--- src/rtl/exe_skid_buf_pkg.sv ---
// ============================================================================
// Module      : cpu_params_pkg / cpu_structs_pkg
// Description : Shared widths, buffer depth and the EXE->MEM buffer entry type.
// Revision    : 1.0 - initial release
// ============================================================================
`default_nettype none

package cpu_params_pkg;
    localparam int EXE_BUF_DEPTH = 2;
    localparam int CPU_RSZ       = 32;
    localparam int CPU_PC_SZ     = 32;
    localparam int CPU_GPR_ASZ   = 5;
endpackage : cpu_params_pkg

package cpu_structs_pkg;
    import cpu_params_pkg::*;

    typedef struct packed {
        logic [CPU_RSZ-1:0]     rd_data;
        logic [CPU_GPR_ASZ-1:0] rd_addr;
        logic                   rd_wr;
        logic [CPU_PC_SZ-1:0]   pc;
    } EXE_BUF_ENTRY_TYPE;
endpackage : cpu_structs_pkg

`default_nettype wire

--- src/rtl/exe_skid_buf_fwd_cmp.sv ---
// ============================================================================
// Module      : exe_fwd_cmp
// Description : Two-entry register-bypass lookup; the youngest matching entry wins.
// Revision    : 1.0 - initial release
// ============================================================================
`default_nettype none

module exe_fwd_cmp #(
    parameter int RSZ     = 32,
    parameter int GPR_ASZ = 5
) (
    input  logic [RSZ-1:0]     ent0_data,
    input  logic [GPR_ASZ-1:0] ent0_addr,
    input  logic               ent0_wr,
    input  logic [RSZ-1:0]     ent1_data,
    input  logic [GPR_ASZ-1:0] ent1_addr,
    input  logic               ent1_wr,
    input  logic [1:0]         ent_valid,
    input  logic               young_idx,
    input  logic [GPR_ASZ-1:0] lookup_addr,
    output logic               hit,
    output logic [RSZ-1:0]     data
);

    logic [1:0]     w_match;
    logic           w_young_hit;
    logic           w_old_hit;
    logic [RSZ-1:0] w_young_data;
    logic [RSZ-1:0] w_old_data;

    // x0 is hardwired zero, so it never forwards
    assign w_match[0] = ent_valid[0] & ent0_wr & (ent0_addr == lookup_addr) & (lookup_addr != '0);
    assign w_match[1] = ent_valid[1] & ent1_wr & (ent1_addr == lookup_addr) & (lookup_addr != '0);

    assign w_young_hit  = young_idx ? w_match[1] : w_match[0];
    assign w_old_hit    = young_idx ? w_match[0] : w_match[1];
    assign w_young_data = young_idx ? ent1_data  : ent0_data;
    assign w_old_data   = young_idx ? ent0_data  : ent1_data;

    assign hit  = w_young_hit | w_old_hit;
    assign data = w_young_hit ? w_young_data : (w_old_hit ? w_old_data : '0);

endmodule : exe_fwd_cmp

`default_nettype wire

--- src/rtl/exe_skid_buf.sv ---
// ============================================================================
// Module      : exe_skid_buf
// Description : Two-entry registered EXE->MEM skid buffer with optional bypass
//               lookup (enabled by defining EXE_FWD_EN).
// Revision    : 1.0 - initial release
// ============================================================================
`default_nettype none

module exe_skid_buf
    import cpu_params_pkg::*;
    import cpu_structs_pkg::*;
#(
    parameter int RSZ     = CPU_RSZ,
    parameter int PC_SZ   = CPU_PC_SZ,
    parameter int GPR_ASZ = CPU_GPR_ASZ
) (
    input  logic               clk_in,
    input  logic               reset_in,
    input  logic               flush_in,
    input  logic               exe_valid_in,
    output logic               exe_rdy_out,
    input  logic [RSZ-1:0]     afu_rd_data_in,
    input  logic [GPR_ASZ-1:0] exe_rd_addr_in,
    input  logic               exe_rd_wr_in,
    input  logic [PC_SZ-1:0]   exe_pc_in,
    output logic               mem_valid_out,
    input  logic               mem_rdy_in,
    output logic [RSZ-1:0]     mem_rd_data_out,
    output logic [GPR_ASZ-1:0] mem_rd_addr_out,
    output logic               mem_rd_wr_out,
    output logic [PC_SZ-1:0]   mem_pc_out,
    input  logic [GPR_ASZ-1:0] fwd_rs1_addr_in,
    input  logic [GPR_ASZ-1:0] fwd_rs2_addr_in,
    output logic               fwd_rs1_hit_out,
    output logic               fwd_rs2_hit_out,
    output logic [RSZ-1:0]     fwd_rs1_data_out,
    output logic [RSZ-1:0]     fwd_rs2_data_out
);

    EXE_BUF_ENTRY_TYPE r_entry [EXE_BUF_DEPTH];
    logic              r_wr_ptr;
    logic              r_rd_ptr;
    logic [1:0]        r_count;
    logic              r_exe_rdy;

    logic              w_push;
    logic              w_pop;
    logic [1:0]        w_next_count;
    EXE_BUF_ENTRY_TYPE w_head;

    assign w_push = exe_valid_in & r_exe_rdy;
    assign w_pop  = (r_count != 2'd0) & mem_rdy_in;

    always_comb begin
        w_next_count = r_count;
        if (flush_in) begin
            w_next_count = 2'd0;
        end else if (w_push && !w_pop) begin
            w_next_count = r_count + 2'd1;
        end else if (w_pop && !w_push) begin
            w_next_count = r_count - 2'd1;
        end
    end

    // Flush resets the bookkeeping only; entry storage keeps its stale contents
    always_ff @(posedge clk_in or posedge reset_in) begin
        if (reset_in) begin
            for (int i = 0; i < EXE_BUF_DEPTH; i++) begin
                r_entry[i] <= '0;
            end
            r_wr_ptr  <= 1'b0;
            r_rd_ptr  <= 1'b0;
            r_count   <= 2'd0;
            r_exe_rdy <= 1'b1;
        end else if (flush_in) begin
            r_wr_ptr  <= 1'b0;
            r_rd_ptr  <= 1'b0;
            r_count   <= 2'd0;
            r_exe_rdy <= 1'b1;
        end else begin
            if (w_push) begin
                r_entry[r_wr_ptr].rd_data <= afu_rd_data_in;
                r_entry[r_wr_ptr].rd_addr <= exe_rd_addr_in;
                r_entry[r_wr_ptr].rd_wr   <= exe_rd_wr_in;
                r_entry[r_wr_ptr].pc      <= exe_pc_in;
                r_wr_ptr                  <= ~r_wr_ptr;
            end
            if (w_pop) begin
                r_rd_ptr <= ~r_rd_ptr;
            end
            r_count   <= w_next_count;
            r_exe_rdy <= (w_next_count != 2'd2);
        end
    end

    assign w_head          = r_entry[r_rd_ptr];
    assign exe_rdy_out     = r_exe_rdy;
    assign mem_valid_out   = (r_count != 2'd0);
    assign mem_rd_data_out = w_head.rd_data;
    assign mem_rd_addr_out = w_head.rd_addr;
    assign mem_rd_wr_out   = w_head.rd_wr;
    assign mem_pc_out      = w_head.pc;

`ifdef EXE_FWD_EN
    logic [1:0] w_ent_valid;

    // With one entry held, only the head slot is live
    assign w_ent_valid[0] = (r_count == 2'd2) | ((r_count == 2'd1) & ~r_rd_ptr);
    assign w_ent_valid[1] = (r_count == 2'd2) | ((r_count == 2'd1) &  r_rd_ptr);

    exe_fwd_cmp #(
        .RSZ     (RSZ),
        .GPR_ASZ (GPR_ASZ)
    ) u_fwd_rs1 (
        .ent0_data   (r_entry[0].rd_data),
        .ent0_addr   (r_entry[0].rd_addr),
        .ent0_wr     (r_entry[0].rd_wr),
        .ent1_data   (r_entry[1].rd_data),
        .ent1_addr   (r_entry[1].rd_addr),
        .ent1_wr     (r_entry[1].rd_wr),
        .ent_valid   (w_ent_valid),
        .young_idx   (~r_wr_ptr),
        .lookup_addr (fwd_rs1_addr_in),
        .hit         (fwd_rs1_hit_out),
        .data        (fwd_rs1_data_out)
    );

    exe_fwd_cmp #(
        .RSZ     (RSZ),
        .GPR_ASZ (GPR_ASZ)
    ) u_fwd_rs2 (
        .ent0_data   (r_entry[0].rd_data),
        .ent0_addr   (r_entry[0].rd_addr),
        .ent0_wr     (r_entry[0].rd_wr),
        .ent1_data   (r_entry[1].rd_data),
        .ent1_addr   (r_entry[1].rd_addr),
        .ent1_wr     (r_entry[1].rd_wr),
        .ent_valid   (w_ent_valid),
        .young_idx   (~r_wr_ptr),
        .lookup_addr (fwd_rs2_addr_in),
        .hit         (fwd_rs2_hit_out),
        .data        (fwd_rs2_data_out)
    );
`else
    logic w_fwd_addr_unused;

    assign w_fwd_addr_unused = ^{fwd_rs1_addr_in, fwd_rs2_addr_in};
    assign fwd_rs1_hit_out   = 1'b0;
    assign fwd_rs2_hit_out   = 1'b0;
    assign fwd_rs1_data_out  = '0;
    assign fwd_rs2_data_out  = '0;
`endif

endmodule : exe_skid_buf

`default_nettype wire

--- config.mk ---
export PLATFORM = sky130hd
export DESIGN_NAME = exe_skid_buf
export DESIGN_NICKNAME = d
export VERILOG_FILES = /design/src/rtl/exe_skid_buf_pkg.sv /design/src/rtl/exe_skid_buf_fwd_cmp.sv /design/src/rtl/exe_skid_buf.sv
export SDC_FILE = /design/constraint.sdc
export NUM_CORES = 1
export LEC_CHECK = 0
export CORE_MARGIN = 2
export CORE_UTILIZATION = 30
export CTS_BUF_LIST = sky130_fd_sc_hd__clkbuf_16
export DETAILED_ROUTE_END_ITERATION = 10
export DONT_BUFFER_PORTS = 1
export MAX_ROUTING_LAYER = met4
export SYNTH_ARGS = -nofsm -noshare
export SYNTH_HDL_FRONTEND = slang
export SYNTH_SLANG_ARGS = --single-unit
--- constraint.sdc ---
create_clock -name clk_in -period 5.2 [get_ports clk_in]
set_input_delay 0.78 -clock clk_in [delete_from_list [all_inputs] [get_ports clk_in]]
set_output_delay 0.78 -clock clk_in [all_outputs]
set_load 0.01 [all_outputs]
Yosys cells after proc, flatten, opt, wreduce, memory -nomap -nowiden --
Cells that the tools add are included. W data, S select, Z words.
Cells by class: add/sub/neg operators 2, $mul 0, divide/modulo/power cells 0, magnitude comparators 3, equal/unequal tests 1, shifts and indexed selects 0, multiplexer cells 24, bitwise gates (word level) 7, reductions and logical operators 9
Operator list (number):
- $bwmux W140 | 4
- $demux W70 S1 | 4
- $mux W70 | 4
- $mux W38 | 1
- $mux W33 | 1
- $mux W32 | 1
- $mux W2 | 4
- $reduce_bool A2 Y1 | 3
- $mux W1 | 5
- $ge A2 B2 Y1 const B | 2
- $not A1 Y2 | 2
- $logic_and A1 B1 Y1 | 3
- $not A1 Y1 | 3
- $add A2 B1 Y2 const B | 1
- $and A1 B1 Y1 | 2
- $logic_not A1 Y1 | 2
- $lt A2 B1 Y1 const B | 1
- $ne A2 B2 Y1 const B | 1
- $reduce_and A2 Y1 | 1
- $sub A2 B1 Y2 const B | 1
Storage, ports and cells: flip-flop bits (word level) 145, latch bits 0, memory bits (writable) 0, memory bits (read-only) 0, input port bits 85, output and inout port bits 138, word-level logic and storage cells 58, memories 0

Longest topological paths before layout --
depth in word-level cells 9, mapped depth 6, gate-level depth less buffers 5

Least setup slack after synthesis --
No wires, ideal clock.
path type reg2out, start point register r_rd_ptr, end point output mem_pc_out[10], data arrival time 1.261 ns, required time 4.420 ns, path slack 3.159 ns, cell stages (with the launch flop) 4, cells stage by stage dfrtp_1 clkbuf_1 clkbuf_1 mux2_2
Between the ends: word-level cells in the longest chain between the ends 4
Ends and longest elaborated chain:
- start, declared | line exe_skid_buf.sv:42 | logic r_rd_ptr;
- start signal, assigned | line exe_skid_buf.sv:89 | r_rd_ptr <= ~r_rd_ptr;
- $not A1 Y2 (implied by the code) | line exe_skid_buf.sv:96 | assign w_head = r_entry[r_rd_ptr];
- $mux W70 (implied by the code) (3 in a row) | line exe_skid_buf.sv:96
- end, declared | line exe_skid_buf.sv:31 | output logic [PC_SZ-1:0] mem_pc_out,
Every way passes these cells. The select of a mux whose other input is x is not followed.

Worst setup path after layout --
start point register r_rd_ptr, end point output mem_rd_data_out[15]
Between the ends: word-level cells in the longest chain between the ends 4
Ends and longest elaborated chain:
- $not A1 Y2 (implied by the code) | line exe_skid_buf.sv:96
- $mux W70 (implied by the code) (3 in a row) | line exe_skid_buf.sv:96
- end, declared | line exe_skid_buf.sv:28 | output logic [RSZ-1:0] mem_rd_data_out,
Every way passes these cells. The select of a mux whose other input is x is not followed.

==> out/results.ini <==
[grt]
grt_pass1_wl_um=20000
grt_overflow_total=0
antenna_found_initial=0
track_usage_pct=11.1
grt_max_degree=101
grt_pass1_vias=3769

[worst_setup_path]
cp_slowest_cell=dfrtp_4
endpoint_kind=primary output
critPathMaxStageDelay_ns=1.10
cp.required_ns=4.42
crit_buf_inv=0
path_class=flop to primary output
startpoint_type=flop
crit_arrival_ns=2.06
worstPathMaxFanout=71
crit_chain=mux2_2
path_delay_family=flip-flops

[finish]
final_cells=767
num-nets-final=555
layout_common_cells=mux2_2, dfrtp_1, conb_1, clkbuf_16, mux2_1
diodes=0
area_growth_pct=7.72
drive_gt1_share_pct=49.6
final_common_cell=mux2_2

[sta]
post-route-min-period_ns=2.84
final-hold-violation-count=0
tightest_slew_ns=1.06
max_freq_mhz=353
tns_ns=0
rsz0062_at_grt=no
finalCritPeriodShare_pct=54.5
fin_worst_skew_ns=0.00935
slew_headroom_pct=29.6
slew_viol_final=0
holdWs_ns=0.391
setup_viol=0

[yosys]
ys_types=25
synth_area_sq_mm=0.00687
ys.warnings.count=0
postSynthAreaPerCell_sq_um=14.6
ys_ff_latch=145
syn_inst=471
seq_area_frac_synth_pct=52.9

[cts]
clk_pin_slew_worst_paths_ns=0.06
cts_setup_buffers=0
cts_tree=built
clk_latency_ns=0.42
cts_buffers=17
cts_hold_buf=0
clk_path_buf_depth=2
htree_num_levels=4
root_buffer=clkbuf_16
ctsResizeCount=0
cts.sink_count=145

[die]
dieArea_sq_mm=0.0241
fp-row-count=55
die_h_um=155
die_x_um=155
start_util_pct=30.4
io-pin-count=223
core_sq_mm=0.0226

[power]
powerDensity_mw_per_mm2=630
power.leakage_nw=3.16
p_total_mw=4.66
ir_worst_vdd_uv=219

[route]
wirelength_um=12800
vias_per_cell=4.50
remaining_drc_errors=0
drtAntennaViolNets=0
dr.pass1.iters=4
num_vias=3448
drtIter0Drc=138
wire_per_inst_um=16.7

[worst_hold_path]
hold_path.class=primary input to async pin

[placed_design]
place.gp.congestion=0.770
placed_cells=735
io_buffers=0
dp_hpwl_um=8330

[outcome]
outcome=finished, final reports clean

[run]
drv_cap=0

through the flow:
step	cell area, sq um	setup slack (ns)	util (%)
2_1_floorplan	7110	0.527	-
3_3_place_gp	6820	2.82	30.2
3_5_place_dp	6820	2.79	30.2
4_1_cts	7400	2.32	32.8
5_1_grt	7400	2.27	32.8
6_report	7400	2.36	32.8
final timing paths:
check,from,end,slack (ns),cells past startpoint
setup reg to reg,exe_rdy_out,r_entry[8],3.04,3
min in group clk_in,flush_in,r_rd_ptr,0.42,1
max in group asynchronous,reset_in,r_entry[53],3.57,2
setup / recovery,r_rd_ptr,mem_rd_data_out[15],2.36,1
hold / removal,reset_in,r_entry[19],0.39,1
hold reg to reg,r_entry[129],r_entry[129],0.48,1
area by class of cell:
| class | instances | area, sq um |
|---|---|---|
| multi-input combinational | 298 | 2790 |
| timing repair buffer | 3 | 22.5 |
| clock inverter | 15 | 151 |
| sequential | 145 | 3630 |
| fill | 2191 | 15200 |
| tap | 285 | 357 |
| clock buffer | 17 | 425 |
| inverter | 4 | 20.0 |
per-layer routing:
layer,wire (um),track usage (%),share of wire [%]
met5,0,-,0
met4,252,5.11,2.0
met3,1090,4.57,8.5
met2,6340,17.8,50
met1,5100,12.0,40
Yosys cell counts:
| cell type | instances | area [sq um] |
|---|---|---|
| a211oi_1 | 2 | 15.0 |
| and3_1 | 1 | 6.26 |
| a32oi_1 | 1 | 8.76 |
| nor3_4 | 1 | 16.3 |
| xor2_1 | 1 | 8.76 |
| inv_1 | 4 | 15.0 |
| mux2_2 | 205 | 2310 |
| nand2_2 | 2 | 12.5 |
| nor2b_1 | 2 | 12.5 |
| dfrtp_1 | 144 | 3600 |
| dfstp_2 | 1 | 26.3 |
| a21oi_1 | 2 | 10.0 |
| nor2_1 | 2 | 7.51 |
| buf_4 | 68 | 510 |
| and3b_1 | 1 | 8.76 |
| buf_2 | 3 | 15.0 |
| a31oi_1 | 1 | 6.26 |
| mux2_1 | 6 | 67.6 |
| buf_6 | 12 | 135 |
| a221oi_1 | 1 | 8.76 |
| ha_1 | 1 | 12.5 |
| xnor2_1 | 2 | 17.5 |
| a211o_1 | 1 | 8.76 |
| conb_1 | 1 | 3.75 |
| clkbuf_1 | 6 | 22.5 |
registers in the layout, indices dropped and copies added, names as in the netlist:
signal and cells:
r_entry 140, r_rd_ptr 1, r_wr_ptr 1, r_count 2, exe_rdy_out 1
power by group:
part           leakage (nW)  total, mW  internal [mW]  switching [mW]
clock network         0.287       1.20          0.741           0.459
registers              1.72       2.02           1.67           0.348
logic                  1.15       1.44          0.797           0.642
total                  3.16       4.66           3.21            1.45
cells by family (layout without fill, tap and decap cells):
logic type	count (synthesis)	in the layout	share of synthesized area, %
buf+inv	93	39	10.2
other cells	1	66	0.0546
fa+ha+maj	1	1	0.182
mux	211	211	34.6
xor+xnor	3	3	0.383
simple gates	9	9	0.929
compound gates	8	8	0.838
flops	145	145	52.9
No activity file was read; power rests on OpenSTA's default activity.
